--- src/rtl/cpu_clken_gen.sv ---
// Master-clock divider for the 6502 core: generates the cpu_clken strobe, Phi2,
// a stretched CPU reset, and wait-state stretching with a timeout guard.
module cpu_clken_gen #(
    parameter int DIV        = 4,
    parameter int RST_CYCLES = 8,
    parameter int WAIT_MAX   = 15
) (
    input  logic       clk,
    input  logic       rst_n,
    input  logic       wait_req,
    output logic       Phi2,
    output logic       cpu_clken,
    output logic       cpu_rst_n,
    output logic       wait_timeout,
    output logic [3:0] phase
);

    localparam logic [3:0] LAST      = 4'(DIV - 1);
    localparam logic [3:0] HALF      = 4'(DIV / 2);
    localparam logic [7:0] RST_LAST  = 8'(RST_CYCLES);
    localparam logic [7:0] WAIT_LAST = 8'(WAIT_MAX);

    typedef enum logic [1:0] {
        HOLD  = 2'd0,
        RUN   = 2'd1,
        STALL = 2'd2
    } state_t;

    state_t     state, state_nxt;
    logic [7:0] rst_cnt, rst_cnt_nxt;
    logic [7:0] stall_cnt, stall_cnt_nxt;
    logic [3:0] stall_tick, stall_tick_nxt;
    logic [3:0] phase_nxt;
    logic       cpu_rst_n_nxt, wait_timeout_nxt;
    logic       eoc, tick_last;

    assign eoc       = (phase == LAST);
    assign tick_last = (stall_tick == LAST);

    always_ff @(posedge clk or negedge rst_n) begin
        if (!rst_n) begin
            state        <= HOLD;
            phase        <= 4'd0;
            Phi2         <= 1'b0;
            rst_cnt      <= 8'd0;
            stall_cnt    <= 8'd0;
            stall_tick   <= 4'd0;
            cpu_rst_n    <= 1'b0;
            wait_timeout <= 1'b0;
        end else begin
            state        <= state_nxt;
            phase        <= phase_nxt;
            Phi2         <= (phase_nxt >= HALF);
            rst_cnt      <= rst_cnt_nxt;
            stall_cnt    <= stall_cnt_nxt;
            stall_tick   <= stall_tick_nxt;
            cpu_rst_n    <= cpu_rst_n_nxt;
            wait_timeout <= wait_timeout_nxt;
        end
    end

    // cpu_clken is combinational so the strobe can be withheld in the very
    // cycle wait_req is seen at the end-of-cycle point.
    always_comb begin
        state_nxt        = state;
        phase_nxt        = eoc ? 4'd0 : phase + 4'd1;
        rst_cnt_nxt      = rst_cnt;
        stall_cnt_nxt    = stall_cnt;
        stall_tick_nxt   = stall_tick;
        cpu_rst_n_nxt    = cpu_rst_n;
        wait_timeout_nxt = wait_timeout;
        cpu_clken        = 1'b0;
        case (state)
            HOLD: begin
                if (eoc) begin
                    cpu_clken   = 1'b1;
                    rst_cnt_nxt = rst_cnt + 8'd1;
                    if (rst_cnt + 8'd1 == RST_LAST) begin
                        state_nxt     = RUN;
                        cpu_rst_n_nxt = 1'b1;
                    end
                end
            end
            RUN: begin
                if (eoc) begin
                    if (wait_req) begin
                        state_nxt      = STALL;
                        stall_cnt_nxt  = 8'd1;
                        stall_tick_nxt = 4'd0;
                        phase_nxt      = LAST;
                    end else begin
                        cpu_clken = 1'b1;
                    end
                end
            end
            STALL: begin
                // Phase is frozen; stall_tick measures each stalled CPU cycle.
                phase_nxt = LAST;
                if (tick_last) begin
                    if (!wait_req || stall_cnt == WAIT_LAST) begin
                        cpu_clken = 1'b1;
                        phase_nxt = 4'd0;
                        state_nxt = RUN;
                        if (wait_req) begin
                            wait_timeout_nxt = 1'b1;
                        end
                    end else begin
                        stall_cnt_nxt  = stall_cnt + 8'd1;
                        stall_tick_nxt = 4'd0;
                    end
                end else begin
                    stall_tick_nxt = stall_tick + 4'd1;
                end
            end
            default: begin
                state_nxt = HOLD;
            end
        endcase
    end

endmodule

--- config.mk ---
export PLATFORM = sky130hd
export DESIGN_NAME = cpu_clken_gen
export DESIGN_NICKNAME = d
export VERILOG_FILES = /design/src/rtl/cpu_clken_gen.sv
export SDC_FILE = /design/constraint.sdc
export NUM_CORES = 1
export LEC_CHECK = 0
export BUFFER_PORTS_ARGS = -buffer_cell sky130_fd_sc_hd__buf_4
export CAP_MARGIN = 30
export CORE_MARGIN = 4
export CORE_UTILIZATION = 64
export DETAILED_ROUTE_END_ITERATION = 10
export PLACE_DENSITY = 0.84
export SLEW_MARGIN = 20
export SYNTH_ARGS = -nofsm -noshare
export SYNTH_HDL_FRONTEND = slang
export SYNTH_SLANG_ARGS = --single-unit
--- constraint.sdc ---
create_clock -name clk -period 5.7 [get_ports clk]
set_input_delay 1.14 -clock clk [delete_from_list [all_inputs] [get_ports clk]]
set_output_delay 1.14 -clock clk [all_outputs]
set_load 0.05 [all_outputs]
=== Word-level counts from Yosys, hierarchy flattened ===
Index checks and enable logic that the tools add are counted.

* Word-level logic and storage cells: 66
* Output and inout bits: 8
* Bits in registers: 29

* Mux-type cells: 29
* Add/sub/neg operators: 4
* Reductions and logical operators: 10
* Magnitude comparators: 1
* Eq/ne operators: 14

{| class="wikitable"
|+ Operators by type and width
! kind !! count
|-
| $mux W8 || 4
|-
| $mux W4 || 7
|-
| $add A8 B1 Y8 const B || 2
|-
| $eq A8 B4 Y1 const B || 2
|-
| $mux W2 || 8
|-
| $pmux W4 S2 || 2
|-
| $pmux W8 S2 || 1
|-
| $ne A2 B2 Y1 const B || 7
|-
| $add A4 B1 Y4 const B || 2
|-
| $eq A4 B2 Y1 const B || 2
|-
| $reduce_and A4 Y1 || 2
|-
| $pmux W2 S3 || 1
|-
| $reduce_and A6 Y1 || 1
|-
| $mux W1 || 5
|-
| $reduce_and A5 Y1 || 1
|-
| $ge A4 B2 Y1 const B || 1
|-
| $ne A3 B3 Y1 const B || 1
|-
| $pmux W1 S3 || 1
|-
| $reduce_and A3 Y1 || 1
|-
| $eq A2 B1 Y1 const B || 1
|-
| $eq A2 B2 Y1 const B || 1
|-
| $logic_not A2 Y1 || 1
|-
| $reduce_and A2 Y1 || 1
|-
| $reduce_bool A2 Y1 || 1
|-
| 2 further kinds || 2
|}

=== Longest topological paths before layout ===
Gate-level depths: netlist of run 1.

* Word-level depth: 6
* Depth in mapped cells: 9

=== Worst setup path after synthesis of run 1 ===
No wires, ideal clock.

* Path kind: register -> output
* Start: register phase[0]
* End: output cpu_clken
* Buffers on the path: 0
* Arrival time: 2.251 ns
* Setup slack: 2.309 ns
* Stages on the path, launching flop included: 5
* Path through: dfrtp_1 > ha_1 > nor3b_2 > o21ai_0 > a21oi_1

* Word-level cells in the longest chain between the ends: 3

{| class="wikitable"
|+ Ends and longest elaborated chain
! element !! line !! RTL
|-
| start: declaration || 15 || <nowiki>output logic [3:0] phase</nowiki>
|-
| start signal: assignment || 52 || <nowiki>phase <= phase_nxt;</nowiki>
|-
| $eq A4 B2 Y1 * || 37 || <nowiki>assign eoc = (phase == LAST);</nowiki>
|-
| $mux W1, on equally long branches || 85, 75 ||
|-
| $pmux W1 S3 * || 73 || <nowiki>case (state)</nowiki>
|-
| end: declaration || 12 || <nowiki>output logic cpu_clken,</nowiki>
|}

Mark *: on every way between the ends. The rest lies on a longest branch, timed or not.

=== Worst setup path in the final report of run 1 ===
Ends and elaborated chain as after synthesis.

==> impl_metrics.env, run 1 <==
export IMPL_status="completed"
export IMPL_drive_above_1_share=0.1381
export IMPL_vias=1309
export IMPL_vdd_drop_max_v=0.0004688
export IMPL_n_antenna_cell=0
export IMPL_die_h_um=59.26
export IMPL_tns_ns=0
export IMPL_fin_ws_ns=2.395
export IMPL_portBuffers=10
export IMPL_finalCriticalPeriod_ns=3.305
export IMPL_timing_hold_ws_ns=0.5073
export IMPL_min_path_cells=1
export IMPL_syn_area_sq_um=1682
export IMPL_critPathMaxFanout=10
export IMPL_maxCapViolCount=0
export IMPL_slew_violations=0
export IMPL_cts_htree_levels=2
export IMPL_finalWeightedCongestion=0.8251
export IMPL_reg2regPathDepth=7
export IMPL_grt_pass1_wl_um=5430
export IMPL_final_nets=192
export IMPL_grt_start_max_net_pins=30
export IMPL_ys_types=46
export IMPL_cts_sinks=29
export IMPL_placed_area_sq_um=1758
export IMPL_ys_ff_latch=29
export IMPL_wl_per_cell_um=15.63
export IMPL_wl_met3_um=144
export IMPL_dieArea_sq_um=3512
export IMPL_r2r_start="rst_cnt[0]"
export IMPL_wl_met1_um=1427
export IMPL_cp_required_ns=4.56
export IMPL_finalInstanceArea_sq_um=1847
export IMPL_p_leak_nw=0.8740
export IMPL_row_count=18
export IMPL_drc=0
export IMPL_post_cts_resized=0
export IMPL_endpoint="cpu_clken"
export IMPL_synth_ff_type="dfrtp_1"
export IMPL_startpoint_type="register"
export IMPL_finalWirelength_um=3297
export IMPL_postCtsHoldBufs=0
export IMPL_ys_top_cells_by_count="29 x dfrtp_1, 15 x nand2_1, 15 x nor2_1"
export IMPL_synth_top_cell_area_share=0.4315
export IMPL_synthMostInstantiatedCell="dfrtp_1"
export IMPL_r2r_end="state[1]"
export IMPL_synth_edf_count=0
export IMPL_post_cts_buffers=0
export IMPL_synth_area_leaders="dfrtp_1 43%, ha_1 6.7%, xor2_1 5.7%, nand2_1 3.3%, nor2_1 3.3%"
export IMPL_wl_met2_um=1704
export IMPL_synth_area_per_cell_sq_um=9.892
export IMPL_finalCritPeriodShare=0.5798
export IMPL_clock_fmax_ghz=0.3026
export IMPL_fin_util=0.7387
export IMPL_drtPass1Iterations=4
export IMPL_worstPathArrival_ns=2.16
export IMPL_numCtsBuffers=5
export IMPL_crit_type="reg2out"
export IMPL_yosysWarnings=0
export IMPL_relSlewSlack=0.5981
export IMPL_dp_slack_ns=2.675
export IMPL_synth_top_cell_by_area="dfrtp_1"
export IMPL_hold_class="reg2reg"
export IMPL_syn2layout_area_growth_pct=9.821
export IMPL_cts_tree="done"
export IMPL_async_flop_share=1.000
export IMPL_crit_chain="ha_1 -> nor3b_2 -> o21ai_0 -> a21oi_1 -> buf_4"
export IMPL_hpwl_um=2291
export IMPL_holdCritStartpoint="cpu_rst_n"
export IMPL_grt_antenna_before_repair=0
export IMPL_worstMarginPinSlew_ns=0.5954
export IMPL_initial_core_util=0.6727
export IMPL_rsz0062_at_grt="no"
export IMPL_postSynthCellCount=170
export IMPL_yosysSeqAreaShare=0.4315
export IMPL_dr_max_layer_used="met4"
export IMPL_drt_iter0_drc=53
export IMPL_die_w_um=59.26
export IMPL_max_stage_delay_ns=0.52
export IMPL_hold_viol_final=0
export IMPL_io_pins=11
export IMPL_clockBufferDepth=2
export IMPL_final_antenna_net_count=0
export IMPL_core_area_sq_um=2500
export IMPL_viasPerCell=6.204
export IMPL_finalSetupViolCount=0
export IMPL_fin_skew_ns=0.01562
export IMPL_startpoint="phase[0]"
export IMPL_clock_latency_ns=0.33
export IMPL_grt_overflow=0
export IMPL_r2r_setup_slack_ns=3.30
export IMPL_cts_root_buf="clkbuf_4"
export IMPL_cp_slowest_cell="nor3b_2"
export IMPL_path_clk_slew_ns=0.09
export IMPL_p_per_area_nw_per_um2=490.1
export IMPL_postSynthNetCount=182
export IMPL_endpoint_kind="output port"
export IMPL_track_usage=0.2069
export IMPL_grt_pass1_vias=1259
-- sequential cells by signal, indices dropped and copies added (netlist names) --
name / count
phase: 4
rst_cnt: 8
cpu_rst_n: 1
Phi2: 1
stall_cnt: 8
stall_tick: 4
wait_timeout: 1
state: 2
-- per-layer routing --
metal  global-route usage  up-vias
met2               0.3588       34
met1               0.2315      638
met5                    0        -
met3              0.06318        4
met4              0.09061        0
li1                     -      633
-- layout by cell type, fill, tap and decap left out, types with 2 or more instances in the layout --
cell,instances
nand2b_1,3
and2_1,2
a21oi_1,6
nor2b_1,3
nor2_1,15
ha_1,9
o21ai_0,10
a41o_1,2
inv_1,4
and4_1,2
a22o_1,2
buf_4,10
xnor2_1,4
a21o_1,2
xor2_1,11
mux2i_1,2
dfrtp_1,29
nand2_1,15
nand4_1,7
nand3_1,5
nor3_1,2
o311ai_0,2
and3_1,5
clkbuf_4,5
-- how the worst min path moves through the flow --
stage	end	slack (ns)
6_report	cpu_rst_n	0.51
5_1_grt	cpu_rst_n	0.54
4_1_cts	cpu_rst_n	0.51
3_5_place_dp	cpu_rst_n	0.48
3_3_place_gp	cpu_rst_n	0.46
2_1_floorplan	stall_cnt[0]	0.47
-- cell type report --
class / count / area [sq um]
flip-flops and latches: 29 / 725.7
clock inverters: 2 / 37.54
inverters: 4 / 15.01
repair buffers: 10 / 75.07
multi-input cells: 130 / 904.6
clock buffers: 6 / 51.30
fillers: 168 / 653.1
well taps: 30 / 37.54
-- cells by family after synthesis --
family / Yosys count / synth area share
muxes: 4 / 0.02753
and+or+nand+nor: 66 / 0.2091
DFF: 29 / 0.4315
xor gates and xnor gates: 15 / 0.07812
adders and majority gates: 9 / 0.06697
buffers and inverters: 11 / 0.03050
AOI/OAI and AO/OA: 36 / 0.1563
-- metrics by stage --
stage,total power (W),instances
after detailed placement,0.0007246,203
final,0.0009052,211
after CTS,0.0009089,211
after floorplan,0.0006236,170
after global routing,0.0009678,211
after global placement,0.0006971,203
-- critical path: cells and delay by family (launching register included) --
kind	cells	cell delay, ns
buffers and inverters	1	0.21
AND/OR/NAND/NOR	1	0.52
AO/OA/AOI/OAI	2	0.40
flip-flops	1	0.45
adder cells (fa/ha/maj)	1	0.26
-- where the power goes --
group          internal (W)  switching [W]  leakage (nW)
Clock              0.000104      0.0000741        0.0445
Combinational      0.000156       0.000256         0.448
Sequential         0.000256      0.0000577         0.381
Power figures use the tool's default switching activity.
==> run 2, diff against run 1 <==
CORE_UTILIZATION = 54   (was 64)
PLACE_DENSITY = 0.75   (was 0.84)
clock period = 2.69 ns   (was 5.7 ns; I/O delays follow)
==> impl_metrics.env, run 2 (synthesis results as in run 1) <==
export IMPL_io_pins=11
export IMPL_status="completed"
export IMPL_final_fill_count=247
export IMPL_maxCapViolCount=0
export IMPL_clock_fmax_ghz=0.4015
export IMPL_wl_per_cell_um=13.95
export IMPL_clock_latency_ns=0.32
export IMPL_grt_antenna_before_repair=0
export IMPL_drt_iter0_drc=123
export IMPL_crit_type="reg2out"
export IMPL_startpoint_type="register"
export IMPL_cts_root_buf="clkbuf_4"
export IMPL_rsz0062_at_grt="no"
export IMPL_p_per_area_nw_per_um2=970.7
export IMPL_track_usage=0.1761
export IMPL_final_nets=192
export IMPL_finalWirelength_um=3096
export IMPL_numCtsBuffers=5
export IMPL_grt_overflow=0
export IMPL_dp_cells=215
export IMPL_dieArea_sq_um=4071
export IMPL_grt_pass1_vias=1314
export IMPL_worstMarginPinSlew_ns=0.4870
export IMPL_post_cts_resized=0
export IMPL_row_count=19
export IMPL_critPathMaxFanout=10
export IMPL_viasPerCell=5.653
export IMPL_finalCritPeriodShare=0.9258
export IMPL_grt_pass1_wl_um=5713
export IMPL_final_antenna_net_count=0
export IMPL_tns_ns=0
export IMPL_drc=0
export IMPL_hpwl_um=2289
export IMPL_clockBufferDepth=2
export IMPL_worstPathArrival_ns=1.95
export IMPL_portBuffers=10
export IMPL_post_cts_buffers=0
export IMPL_fin_cells=222
export IMPL_finalSetupViolCount=0
export IMPL_die_h_um=63.81
export IMPL_endpoint_kind="output port"
export IMPL_n_antenna_cell=0
export IMPL_fin_skew_ns=0.006615
export IMPL_vdd_drop_max_v=0.0006085
export IMPL_fin_util=0.6390
export IMPL_cp_required_ns=2.15
export IMPL_drive_above_1_share=0.1333
export IMPL_mostFrequentLayoutCells="29 x dfrtp_1, 15 x nor2_1, 15 x nand2_1, 11 x xor2_1"
export IMPL_cts_sinks=29
export IMPL_initial_core_util=0.5846
export IMPL_p_leak_nw=0.8594
export IMPL_hold_class="in2async"
export IMPL_relSlewSlack=0.6712
export IMPL_hold_viol_final=0
export IMPL_drtPass1Iterations=4
export IMPL_core_area_sq_um=2877
export IMPL_path_clk_slew_ns=0.09
export IMPL_grt_start_max_net_pins=30
export IMPL_finalWeightedCongestion=0.8460
export IMPL_vias=1255
export IMPL_cts_tree="done"
export IMPL_top_regs="rst_cnt: 8 flops, stall_cnt: 8 flops"
export IMPL_finalCriticalPeriod_ns=2.490
export IMPL_postCtsHoldBufs=0
export IMPL_slew_violations=0
export IMPL_final_common_cell="dfrtp_1"
export IMPL_die_w_um=63.81
export IMPL_syn2layout_area_growth_pct=9.300
export IMPL_cts_htree_levels=2
## run 2: cell count changes in the layout (fill, tap and decap cells not counted), sizes merged
| cell | before | now |
|---|---|---|
| clkinvlp | 1 | 0 |
| bufinv | 1 | 0 |
| clkbuf | 6 | 7 |
## run 2: final timing paths
kind | start | end | slack [ns] | cells past startpoint
worst max-delay path | phase[0] | cpu_clken | 0.20 | 5
worst min register to register | wait_timeout | wait_timeout | 0.48 | 1
worst min-delay path | rst_n | stall_cnt[7] | 0.12 | 1
min in group clk | wait_timeout | wait_timeout | 0.48 | 1
worst max register to register | rst_cnt[0] | state[1] | 0.35 | 7
max in group asynchronous | rst_n | phase[1] | 2.30 | 1
## run 2: routing by layer
metal  vias up  global-route usage  routed length [um]
met4         0             0.08625                  52
li1        625                   -                   -
met2        15              0.2916                1535
met5         -                   0                   0
met3         6             0.04378                  89
met1       609              0.2136                1418
## run 2: through the flow
stage               instance area (sq um)  setup slack [ns]  hold WS, ns  power, W
finish                               1838            0.1996       0.1186  0.001784
global route                         1838           0.02989       0.1282  0.001957
global placement                     1777            0.4901       0.4562  0.001477
CTS                                  1832           0.04013       0.1249  0.001795
floorplan                            1685            0.1635       0.2424  0.001325
detailed placement                   1777            0.3634       0.4681  0.001524
## run 2: area by class of cell
type | count | area, sq um | share of cell area
timing repair buffer | 10 | 75.07 | 0.04084
inverter | 4 | 15.01 | 0.008169
multi-input combinational | 130 | 914.6 | 0.4976
clock buffer | 7 | 55.05 | 0.02995
sequential | 29 | 725.7 | 0.3948
tap | 42 | 52.55 | 0.02859
## run 2: power breakdown
group	leakage, nW	internal [W]	switching [W]	total, W
registers	0.381	0.000543	0.000119	0.000663
logic	0.447	0.000335	0.000519	0.000854
clock network	0.0314	0.000123	0.000144	0.000267
total	0.859	0.00100	0.000782	0.00178
## run 2: worst max-delay path, stage by stage (launching register included)
cell and delay [ns]:
dfrtp_1 0.45, ha_1 0.24, nor3b_4 0.38, o21ai_0 0.18
a21oi_2 0.17, buf_4 0.21
==> run 3, diff against run 2 <==
RECOVER_POWER = 100   (was not set)
==> impl_metrics.env, run 3 (synthesis results as in run 1) <==
export IMPL_status="complete, but fails checks"
export IMPL_violations="max-capacitance violations, max-slew violations"
export IMPL_maxCapViolCount=1
export IMPL_cp_required_ns=2.15
export IMPL_finalWirelength_um=3100
export IMPL_vdd_drop_max_v=0.0005896
export IMPL_hold_viol_final=0
export IMPL_final_nets=192
export IMPL_dp_slack_ns=0.3634
export IMPL_io_pins=11
export IMPL_viasPerCell=5.662
export IMPL_die_h_um=63.81
export IMPL_finalWeightedCongestion=0.8460
export IMPL_dieArea_sq_um=4071
export IMPL_critPathMaxFanout=10
export IMPL_worstMarginPinSlew_ns=1.509
export IMPL_relSlewSlack=-0.005699
export IMPL_dp_cells=215
export IMPL_finalSetupViolCount=0
export IMPL_wl_met3_um=84
export IMPL_cts_htree_levels=2
export IMPL_worstPathArrival_ns=1.95
export IMPL_fin_skew_ns=0.006693
export IMPL_dr_max_layer_used="met4"
export IMPL_hold_class="reg2reg"
export IMPL_cts_tree="done"
export IMPL_crit_type="reg2out"
export IMPL_endpoint_kind="output port"
export IMPL_grt_start_max_net_pins=30
export IMPL_p_leak_nw=0.8237
export IMPL_numCtsBuffers=5
export IMPL_fin_ws_ns=0.2031
export IMPL_drc=0
export IMPL_grt_pass1_vias=1314
export IMPL_core_area_sq_um=2877
export IMPL_finalCritPeriodShare=0.9245
export IMPL_portBuffers=10
export IMPL_wl_met2_um=1570
export IMPL_clockBufferDepth=2
export IMPL_slew_violations=30
export IMPL_p_per_area_nw_per_um2=965.8
export IMPL_die_w_um=63.81
export IMPL_finalCriticalPeriod_ns=2.487
export IMPL_clock_latency_ns=0.32
export IMPL_final_common_cell="dfrtp_1"
export IMPL_tns_ns=0
export IMPL_post_cts_buffers=0
export IMPL_final_antenna_net_count=0
export IMPL_n_antenna_cell=0
export IMPL_drt_iter0_drc=127
export IMPL_hpwl_um=2289
export IMPL_drtPass1Iterations=4
export IMPL_drive_above_1_share=0.07778
export IMPL_startpoint_type="register"
export IMPL_initial_core_util=0.5846
export IMPL_rsz0062_at_grt="no"
export IMPL_grt_pass1_wl_um=5713
export IMPL_fin_cells=222
export IMPL_track_usage=0.1761
export IMPL_wl_per_cell_um=13.96
export IMPL_row_count=19
export IMPL_timing_hold_ws_ns=0.4798
export IMPL_cts_sinks=29
export IMPL_mostFrequentLayoutCells="29 x dfrtp_1, 15 x nor2_1, 15 x nand2_1, 11 x o21ai_0, 11 x xor2_1"
export IMPL_top_regs="rst_cnt: 8 flops, stall_cnt: 8 flops"
export IMPL_cts_root_buf="clkbuf_4"
export IMPL_grt_antenna_before_repair=0
export IMPL_grt_overflow=0
export IMPL_wl_met1_um=1422
export IMPL_clock_fmax_ghz=0.4021
export IMPL_syn2layout_area_growth_pct=7.292
export IMPL_vias=1257
export IMPL_path_clk_slew_ns=0.09
## run 3: area by class of cell
| class | count | area, sq um |
|---|---|---|
| fillers | 256 | 1072 |
| clock buffers | 7 | 55.05 |
| multi-input cells | 130 | 910.9 |
| inverters | 4 | 15.01 |
| repair buffers | 10 | 45.04 |
| flip-flops and latches | 29 | 725.7 |
| well taps | 42 | 52.55 |
## run 3: layer usage
metal  track usage  up-vias
met2        0.2916       19
met4       0.08625        0
li1              -      628
met1        0.2136      608
met3       0.04378        2
met5             0        -
## run 3: where the power goes
part           internal (W)  switching, W  total [W]
clock              0.000123      0.000142   0.000265
sequential         0.000543      0.000119   0.000662
combinational      0.000296      0.000519   0.000815
## run 3: stage by stage
stage,total power [W],utilization,area [sq um]
5_1_grt,0.001916,0.6272,1804
4_1_cts,0.001795,0.6368,1832
2_1_floorplan,0.001325,-,1685
6_report,0.001743,0.6272,1804
3_3_place_gp,0.001477,0.6177,1777
3_5_place_dp,0.001524,0.6177,1777
## run 3: final timing paths
check / from / endpoint / slack [ns] / cells past startpoint
max: phase[0] / cpu_clken / 0.20 / 5
max reg2reg: rst_cnt[0] / state[1] / 0.33 / 7
min in group asynchronous: rst_n / stall_cnt[7] / 0.57 / 1
min: wait_timeout / wait_timeout / 0.48 / 1
max in group asynchronous: rst_n / phase[1] / 1.24 / 1
min reg2reg: wait_timeout / wait_timeout / 0.48 / 1
## run 3: critical path: stages (launching register included)
cell	delay (ns)
dfrtp_1	0.45
ha_1	0.24
nor3b_4	0.39
o21ai_0	0.18
a21oi_2	0.17
buf_4	0.20
## run 3: repair_timing
action,in CTS,in global routing
hold buffers,0,0
setup endpoints to repair,0,1
gates resized for setup,0,1
